[config.mk]
export PLATFORM = sky130hd
export DESIGN_NAME = serializer_10b_s
export DESIGN_NICKNAME = d
export VERILOG_FILES = /design/src/rtl/line_pkg.sv /design/src/rtl/bit_tick_gen.sv /design/src/rtl/serializer_10b_s.sv
export SDC_FILE = /design/constraint.sdc
export NUM_CORES = 1
export LEC_CHECK = 0
export BUFFER_PORTS_ARGS = -buffer_cell sky130_fd_sc_hd__buf_2
export CAP_MARGIN = 30
export CORE_MARGIN = 2
export CORE_UTILIZATION = 50
export DETAILED_ROUTE_END_ITERATION = 7
export PLACE_DENSITY = 0.81
export SYNTH_ARGS = -nofsm -noshare
export SYNTH_HDL_FRONTEND = slang
export SYNTH_HIERARCHICAL = 1
export SYNTH_SLANG_ARGS = --single-unit
[constraint.sdc]
create_clock -name clk -period 2.23 [get_ports clk]
set_input_delay 0.446 -clock clk [delete_from_list [all_inputs] [get_ports clk]]
set_output_delay 0.446 -clock clk [all_outputs]
set_load 0.005 [all_outputs]
[src/rtl/line_pkg.sv]
// Shared definitions for the 10-bit line serializer: symbol width and FSM state encoding.
package line_pkg;

  localparam int SYM_W = 10;

  typedef enum logic [1:0] {
    IDLE     = 2'd0,
    PREAMBLE = 2'd1,
    WAIT_SYM = 2'd2,
    SHIFT    = 2'd3
  } state_e;

endpackage

[src/rtl/bit_tick_gen.sv]
// Line-bit timing: div_cnt runs 0..CLK_DIV-1 and flags the first and last clk of each bit.
module bit_tick_gen #(
  parameter int CLK_DIV = 8
) (
  input  logic clk,
  input  logic rst,
  input  logic clr_i,
  output logic tick_first_o,
  output logic tick_last_o
);

  localparam int DW = $clog2(CLK_DIV);
  localparam logic [DW-1:0] DIV_LAST = DW'(CLK_DIV - 1);

  logic [DW-1:0] div_cnt_q;

  always_ff @(posedge clk) begin
    if (rst || clr_i) begin
      div_cnt_q <= '0;
    end else if (div_cnt_q == DIV_LAST) begin
      div_cnt_q <= '0;
    end else begin
      div_cnt_q <= div_cnt_q + DW'(1);
    end
  end

  assign tick_first_o = (div_cnt_q == '0);
  assign tick_last_o  = (div_cnt_q == DIV_LAST);

endmodule

[src/rtl/serializer_10b_s.sv]
// Serializes 8b/10b symbols LSB first behind an alternating sync preamble,
// with a one-deep holding register refilled by the encoder on each continue pulse.
module serializer_10b_s
  import line_pkg::*;
#(
  parameter int   CLK_DIV    = 8,
  parameter int   SYNC_BITS  = 16,
  parameter logic IDLE_LEVEL = 1'b0
) (
  input  logic             clk,
  input  logic             rst,
  input  logic             tx_en,
  input  logic [SYM_W-1:0] data_10b,
  input  logic             data_10b_en,
  output logic             encode_continue,
  output logic             tx_bit,
  output logic             bit_strobe,
  output logic             tx_busy,
  output logic             underrun,
  output logic             overrun
);

  localparam int PW = $clog2(SYNC_BITS + 1);
  localparam logic [PW-1:0] PRE_LAST = PW'(SYNC_BITS - 1);
  localparam logic [3:0]    BIT_LAST = 4'(SYM_W - 1);

  state_e            state_q, state_d;
  logic [PW-1:0]     pre_cnt_q, pre_cnt_d;
  logic [3:0]        bit_cnt_q, bit_cnt_d;
  logic [SYM_W-1:0]  sr_q, sr_d;
  logic [SYM_W-1:0]  hold_q, hold_d;
  logic              hold_full_q, hold_full_d;
  logic              underrun_q, underrun_d;
  logic              overrun_q, overrun_d;
  logic              tx_bit_q, tx_bit_d;
  logic              continue_q;
  logic              load;
  logic              tick_first, tick_last, div_clr;

  // Divider only runs while bits are on the line and restarts on every state change.
  assign div_clr = (state_d != state_q) || (state_q == IDLE) || (state_q == WAIT_SYM);

  bit_tick_gen #(.CLK_DIV(CLK_DIV)) u_tick (
    .clk          (clk),
    .rst          (rst),
    .clr_i        (div_clr),
    .tick_first_o (tick_first),
    .tick_last_o  (tick_last)
  );

  always_comb begin
    state_d     = state_q;
    pre_cnt_d   = pre_cnt_q;
    bit_cnt_d   = bit_cnt_q;
    sr_d        = sr_q;
    hold_d      = hold_q;
    hold_full_d = hold_full_q;
    underrun_d  = underrun_q;
    overrun_d   = overrun_q;
    load        = 1'b0;
    tx_bit_d    = IDLE_LEVEL;

    case (state_q)
      IDLE: begin
        if (tx_en) begin
          state_d     = PREAMBLE;
          pre_cnt_d   = '0;
          underrun_d  = 1'b0;
          overrun_d   = 1'b0;
          hold_full_d = 1'b0;
        end
      end
      PREAMBLE: begin
        if (!tx_en) begin
          state_d = IDLE;
        end else if (tick_last) begin
          if (pre_cnt_q == PRE_LAST) begin
            if (hold_full_q) begin
              state_d = SHIFT;
              load    = 1'b1;
            end else begin
              state_d = WAIT_SYM;
            end
          end else begin
            pre_cnt_d = pre_cnt_q + PW'(1);
          end
        end
      end
      WAIT_SYM: begin
        if (!tx_en) begin
          state_d = IDLE;
        end else if (hold_full_q) begin
          state_d = SHIFT;
          load    = 1'b1;
        end
      end
      SHIFT: begin
        if (tick_last) begin
          if (bit_cnt_q == BIT_LAST) begin
            if (!tx_en) begin
              state_d     = IDLE;
              hold_full_d = 1'b0;
            end else if (hold_full_q) begin
              load = 1'b1;
            end else begin
              state_d    = WAIT_SYM;
              underrun_d = 1'b1;
            end
          end else begin
            sr_d      = sr_q >> 1;
            bit_cnt_d = bit_cnt_q + 4'd1;
          end
        end
      end
      default: state_d = IDLE;
    endcase

    if (load) begin
      sr_d        = hold_q;
      bit_cnt_d   = '0;
      hold_full_d = 1'b0;
    end

    // A write landing in the same clk as a load refills the freshly drained hold.
    if (data_10b_en && (state_q != IDLE)) begin
      hold_d      = data_10b;
      hold_full_d = 1'b1;
      if (hold_full_q && !load) begin
        overrun_d = 1'b1;
      end
    end

    case (state_d)
      PREAMBLE: tx_bit_d = ~pre_cnt_d[0];
      SHIFT:    tx_bit_d = sr_d[0];
      default:  tx_bit_d = IDLE_LEVEL;
    endcase
  end

  always_ff @(posedge clk) begin
    if (rst) begin
      state_q     <= IDLE;
      pre_cnt_q   <= '0;
      bit_cnt_q   <= '0;
      sr_q        <= '0;
      hold_q      <= '0;
      hold_full_q <= 1'b0;
      underrun_q  <= 1'b0;
      overrun_q   <= 1'b0;
      tx_bit_q    <= IDLE_LEVEL;
      continue_q  <= 1'b0;
    end else begin
      state_q     <= state_d;
      pre_cnt_q   <= pre_cnt_d;
      bit_cnt_q   <= bit_cnt_d;
      sr_q        <= sr_d;
      hold_q      <= hold_d;
      hold_full_q <= hold_full_d;
      underrun_q  <= underrun_d;
      overrun_q   <= overrun_d;
      tx_bit_q    <= tx_bit_d;
      continue_q  <= load;
    end
  end

  assign encode_continue = continue_q;
  assign tx_bit          = tx_bit_q;
  assign bit_strobe      = tick_first && ((state_q == PREAMBLE) || (state_q == SHIFT));
  assign tx_busy         = (state_q != IDLE);
  assign underrun        = underrun_q;
  assign overrun         = overrun_q;

endmodule

=== Word level (Yosys, flattened, before mapping) ===
Index checks and enable logic that the tools add are counted.

* $add $sub $neg: 3
* Equality and inequality tests: 22
* Multiplexer cells: 46
* Bitwise operators: 2
* Reductions and logical operators: 23

{| class="wikitable"
|+ Operator list
! operator !! number
|-
| $mux 10 || 4
|-
| $mux 1 || 22
|-
| $mux 2 || 10
|-
| $mux 5 || 4
|-
| $ne 2x2->1 const B || 9
|-
| $ne 4x4->1 const B || 3
|-
| $pmux 5 s2 || 1
|-
| $reduce_and 5->1 || 2
|-
| $reduce_bool 2->1 || 5
|-
| $pmux 2 s4 || 1
|-
| $eq 2x2->1 const B || 3
|-
| $pmux 1 s2 || 3
|-
| $reduce_and 3->1 || 2
|-
| $reduce_and 6->1 || 1
|-
| $add 5x1->5 const B || 1
|-
| $eq 5x4->1 const B || 1
|-
| $add 4x1->4 const B || 1
|-
| $eq 2x1->1 const B || 2
|-
| $eq 4x4->1 const B || 1
|-
| $logic_or 1x1->1 || 4
|-
| $ne 4x3->1 const B || 1
|-
| $reduce_bool 4->1 || 1
|-
| $reduce_or 2->1 || 2
|-
| $add 3x1->3 const B || 1
|-
| 8 further kinds || 11
|}

* Flip-flop bits (word level): 39
* Input bits: 14
* Output and inout bits: 6
* Word-level logic and storage cells: 109

=== Logic depth before layout (Yosys ltp) ===
* Depth after elaboration: 10
* Mapped depth: 8
* Gate-level depth less buffers: 7

=== By module ===
Netlist, hierarchy kept.

{| class="wikitable"
|+ By module, submodules not included
! module !! times used !! cells each !! area an instance (µm²)
|-
| serializer_10b_s || 1 || 188 || 1,697.9
|-
| bit_tick_gen || 1 || 12 || 135.1
|}

=== Worst setup path after synthesis ===
OpenSTA, ideal clock, no wires.

* Kind: register to register
* Start: reg u_tick.div_cnt_q[0]
* End: reg tx_bit_q (netlist: tx_bit)
* Arrival time: 1.706 ns
* Data required time: 2.104 ns
* Setup slack: 0.399 ns
* Stages on the path, launching flop included: 8
* Buffers on the path: 0
* Period minus slack after synthesis: 1.831 ns
* Cells stage by stage: dfxtp_1 > ha_1 > ha_1 > nand3_2 > a31oi_4 > mux2_2 > mux2i_2 > a21oi_2

* Longest elaborated chain between the ends: 6

{| class="wikitable"
|+ Ends and longest elaborated chain
! item !! line !! text
|-
| start: declaration || bit_tick_gen.sv:15 || <nowiki>logic [DW-1:0] div_cnt_q;</nowiki>
|-
| start signal: assignment || bit_tick_gen.sv:23 || <nowiki>div_cnt_q <= div_cnt_q + DW'(1);</nowiki>
|-
| $eq 3x3->1 (*) || bit_tick_gen.sv:28 || <nowiki>assign tick_last_o = (div_cnt_q == DIV_LAST);</nowiki>
|-
| net tick_last || serializer_10b_s.sv:38 || <nowiki>logic tick_first, tick_last, div_clr;</nowiki>
|-
| $mux 2, or another cell as far along || serializer_10b_s.sv:76 || <nowiki>end else if (tick_last) begin</nowiki>
|-
| $mux 2, or another cell as far along || serializer_10b_s.sv:74 || <nowiki>if (!tx_en) begin</nowiki>
|-
| $pmux 2 s4, or another cell as far along || serializer_10b_s.sv:63 || <nowiki>case (state_q)</nowiki>
|-
| $eq 2x2->1, or another cell as far along || serializer_10b_s.sv:133 || <nowiki>case (state_d)</nowiki>
|-
| $pmux 1 s2 (*) || serializer_10b_s.sv:133 ||
|-
| end signal: assignment || serializer_10b_s.sv:161 || <nowiki>tx_bit_q <= tx_bit_d;</nowiki>
|-
| end: declaration || serializer_10b_s.sv:35 || <nowiki>logic tx_bit_q, tx_bit_d;</nowiki>
|}

Mark *: on every way through the listed nets, which the timed path passes. The rest lies on a longest branch. The select of a mux whose other input is x is not followed.
A chain may end at the register's enable or synchronous reset.

=== Worst setup path after layout ===
* Start: reg u_tick.div_cnt_q[0]
* End: reg u_tick.div_cnt_q[2]

* Longest elaborated chain between the ends: 9

{| class="wikitable"
|+ Ends and longest elaborated chain
! item !! line !! text
|-
| $eq 3x3->1 (*) || bit_tick_gen.sv:28 ||
|-
| net tick_last || serializer_10b_s.sv:38 ||
|-
| $mux 2 || serializer_10b_s.sv:76 ||
|-
| $mux 2 || serializer_10b_s.sv:74 ||
|-
| $pmux 2 s4 (*) || serializer_10b_s.sv:63 ||
|-
| $ne 2x2->1 (*) || serializer_10b_s.sv:41 || <nowiki>assign div_clr = (state_d != state_q) || (state_q == IDLE) || (state_q == WAIT_SYM);</nowiki>
|-
| $logic_or 1x1->1 (*) (2 in series) || serializer_10b_s.sv:41 ||
|-
| net div_clr || serializer_10b_s.sv:38 ||
|-
| $logic_or 1x1->1 (*) || bit_tick_gen.sv:18 || <nowiki>if (rst || clr_i) begin</nowiki>
|-
| $reduce_or 2->1 (no line) (*) || - ||
|}

Mark *: on every way through the listed nets, which the timed path passes. The rest lies on a longest branch.

==> impl_metrics.env <==
export IMPL_die_area_um2=4170
export IMPL_synth_mux_area_share_pct=6.35
export IMPL_mostFrequentLayoutCell="dfxtp_1"
export IMPL_hp_class="input pin to register"
export IMPL_status="completed"
export IMPL_track_usage_pct=18.4
export IMPL_core_um2=3420
export IMPL_place_gp_congestion=0.921
export IMPL_worstSetupPathType="register to register"
export IMPL_cts_root_buf="clkbuf_4"
export IMPL_clock_latency_ns=0.34
export IMPL_fin_nets=237
export IMPL_grt_pass1_wl_um=5920
export IMPL_detail_route_vias_per_cell=5.54
export IMPL_grt_pass1_vias=1359
export IMPL_drc=0
export IMPL_drive_gt1_share_pct=23.4
export IMPL_async_reset_ff_share_pct=0
export IMPL_finClkSkew_ns=0.00813
export IMPL_stdcell_area_um2=2050
export IMPL_cts_sinks=39
export IMPL_critPathCaptureType="register"
export IMPL_cts_tree="done"
export IMPL_grt_max_degree=24
export IMPL_rsz0062_at_grt="false"
export IMPL_path_clk_slew_ns=0.11
export IMPL_ioPinCount=20
export IMPL_diodes=0
export IMPL_synth_top_cells_by_area="dfxtp_1 43%, nand2_1 5.7%, a21oi_1 4.9%"
export IMPL_required_ns=2.49
export IMPL_finalHoldViolCount=0
export IMPL_synthToLayoutAreaGrowth_pct=11.6
export IMPL_synth_fa_ha_area_share_pct=4.10
export IMPL_htreeDepth=2
export IMPL_post_cts_buffers=0
export IMPL_ir_drop_mv=0.403
export IMPL_drtIter0Drc=76
export IMPL_wirelength_um=3420
export IMPL_firstDrtPassIters=4
export IMPL_grt_overflow=0
export IMPL_tightest_slew_ns=0.449
export IMPL_place_port_buffers=19
export IMPL_syn_area_per_cell_um2=9.17
export IMPL_slew_viol_final=0
export IMPL_vias=1463
export IMPL_setup_viol=0
export IMPL_layout_common_cells="39 x dfxtp_1, 28 x nand2_1, 19 x buf_2"
export IMPL_max_slew_margin_pct=70.1
export IMPL_synthesis_nets=220
export IMPL_synthFlopType="dfxtp_1"
export IMPL_cp_max_fo=9
export IMPL_num_rows=21
export IMPL_synth_xor_area_share_pct=1.43
export IMPL_period_needed_ns=2.02
export IMPL_dp_hpwl_um=2460
export IMPL_setup_tns_ns=0
export IMPL_cts_max_path_buffers=2
export IMPL_synth_area_um2=1830
export IMPL_worstSetupStartpointType="register"
export IMPL_synth_seq_cells=39
export IMPL_synth_top_family_by_area="simple AND/OR/NAND/NOR gates"
export IMPL_antenna_found_initial=0
export IMPL_cts_buffers=5
export IMPL_synth_top_cell_area_share_pct=42.6
export IMPL_timing_final_crit_share_pct=90.6
export IMPL_start_util_pct=53.7
export IMPL_die_h_um=64.5
export IMPL_synth_edff_count=0
export IMPL_post_drt_wl_per_cell_um=13.0
export IMPL_synth_distinct_cells=44
export IMPL_cp_data_arrival_time_ns=2.28
export IMPL_fmax_mhz=495
export IMPL_place_area_um2=1940
export IMPL_synth_simple_area_share_pct=21.5
export IMPL_die_w_um=64.5
export IMPL_ant_nets=0
export IMPL_postCtsHoldBufs=0
export IMPL_synthCells=200
export IMPL_cap_violations=0
export IMPL_seq_area_frac_synth_pct=42.6
export IMPL_powerDensity_nw_per_um2=628
export IMPL_yosysTopAreaCell="dfxtp_1"
export IMPL_leakage_nw=0.747
export IMPL_synth_compound_area_share_pct=18.0
export IMPL_synth_warnings=6
-- logic make-up (layout without fill, tap and decap cells) --
family                   after synthesis  in the layout
AND/OR/NAND/NOR                       78             78
AO/OA/AOI/OAI                         43             43
adder cells (fa/ha/maj)                6              6
buffers and inverters                 20             38
multiplexers                          11             11
XOR/XNOR                               3              3
flip-flops                            39             39
-- power breakdown --
group	leakage (nW)	total (mW)	switching [mW]	internal, mW
registers	0.316	0.722	0.0127	0.709
logic	0.383	0.0750	0.0447	0.0303
clock network	0.0482	0.488	0.223	0.265
-- final timing paths --
kind / cells after the start / end / startpoint / slack (ns)
worst max-delay path: 7 / u_tick/div_cnt_q[2] / u_tick/div_cnt_q[0] / 0.21
worst min-delay path: 3 / hold_q[5] / data_10b[5] / 0.33
worst max register to register: 7 / u_tick/div_cnt_q[2] / u_tick/div_cnt_q[0] / 0.21
worst min register to register: 2 / hold_q[1] / hold_q[1] / 0.46
-- cell usage after synthesis, types with 2 or more instances --
cell,number
nor2b_1,4
a32oi_1,3
nor3_1,4
a21oi_1,18
dfxtp_1,39
ha_1,6
nand2_1,28
nand3_1,7
nand3b_1,2
o21a_1,2
buf_4,2
inv_1,6
a211oi_2,7
buf_2,4
buf_6,3
nor2_1,17
nand4b_1,3
o21ai_0,4
mux2i_1,8
and4b_1,3
nand4_1,2
clkbuf_1,3
mux2_2,2
xnor2_1,2
nor4b_1,2
-- worst max-delay path: stages, from the launching register on --
cell and delay, ns:
dfxtp_1 0.34, ha_1 0.20, ha_2 0.24, nor2b_1 0.16, a221o_1 0.33, nand3_1 0.15, nand3_1 0.19, nor4b_2 0.32
-- area by class of cell --
class,count,area [um^2]
clock buffer,6,51.3
clock inverter,2,35.0
fill,316,1370
inverter,7,26.3
multi-input combinational,141,957
sequential,39,781
tap,46,57.6
timing repair buffer,23,138
-- routing by layer --
layer	share of wire, %	global-route usage [%]	vias up
li1	-	-	739
met1	47	22.4	683
met2	48	30.5	37
met3	4.0	5.21	4
met4	1.3	7.71	0
met5	0	0	-
-- metrics by stage --
stage	power, mW	utilization, %	hold WS (ns)	instances	setup slack, ns
final	1.29	59.9	0.327	264	0.209
after global routing	1.35	59.9	0.299	264	0.0470
after CTS	1.29	59.5	0.313	264	0.125
after detailed placement	0.812	56.9	0.448	256	0.149
after global placement	0.810	56.9	0.440	256	0.257
after floorplan	0.783	-	0.426	200	0.399
-- state kept, by name, summed over array words and instances (netlist names) --
signal / flops
hold_q: 10
sr_q: 10
pre_cnt_q: 5
bit_cnt_q: 4
u_tick/div_cnt_q: 3
state_q: 2
encode_continue: 1
hold_full_q: 1
overrun: 1
tx_bit: 1
underrun: 1
-- repair_timing --
action / in CTS / in global routing
endpoints found under the hold margin: 0 / 0
setup endpoints to repair: 0 / 3
resized for setup: 0 / 3
Note: power is estimated with default switching activity, not from simulation.
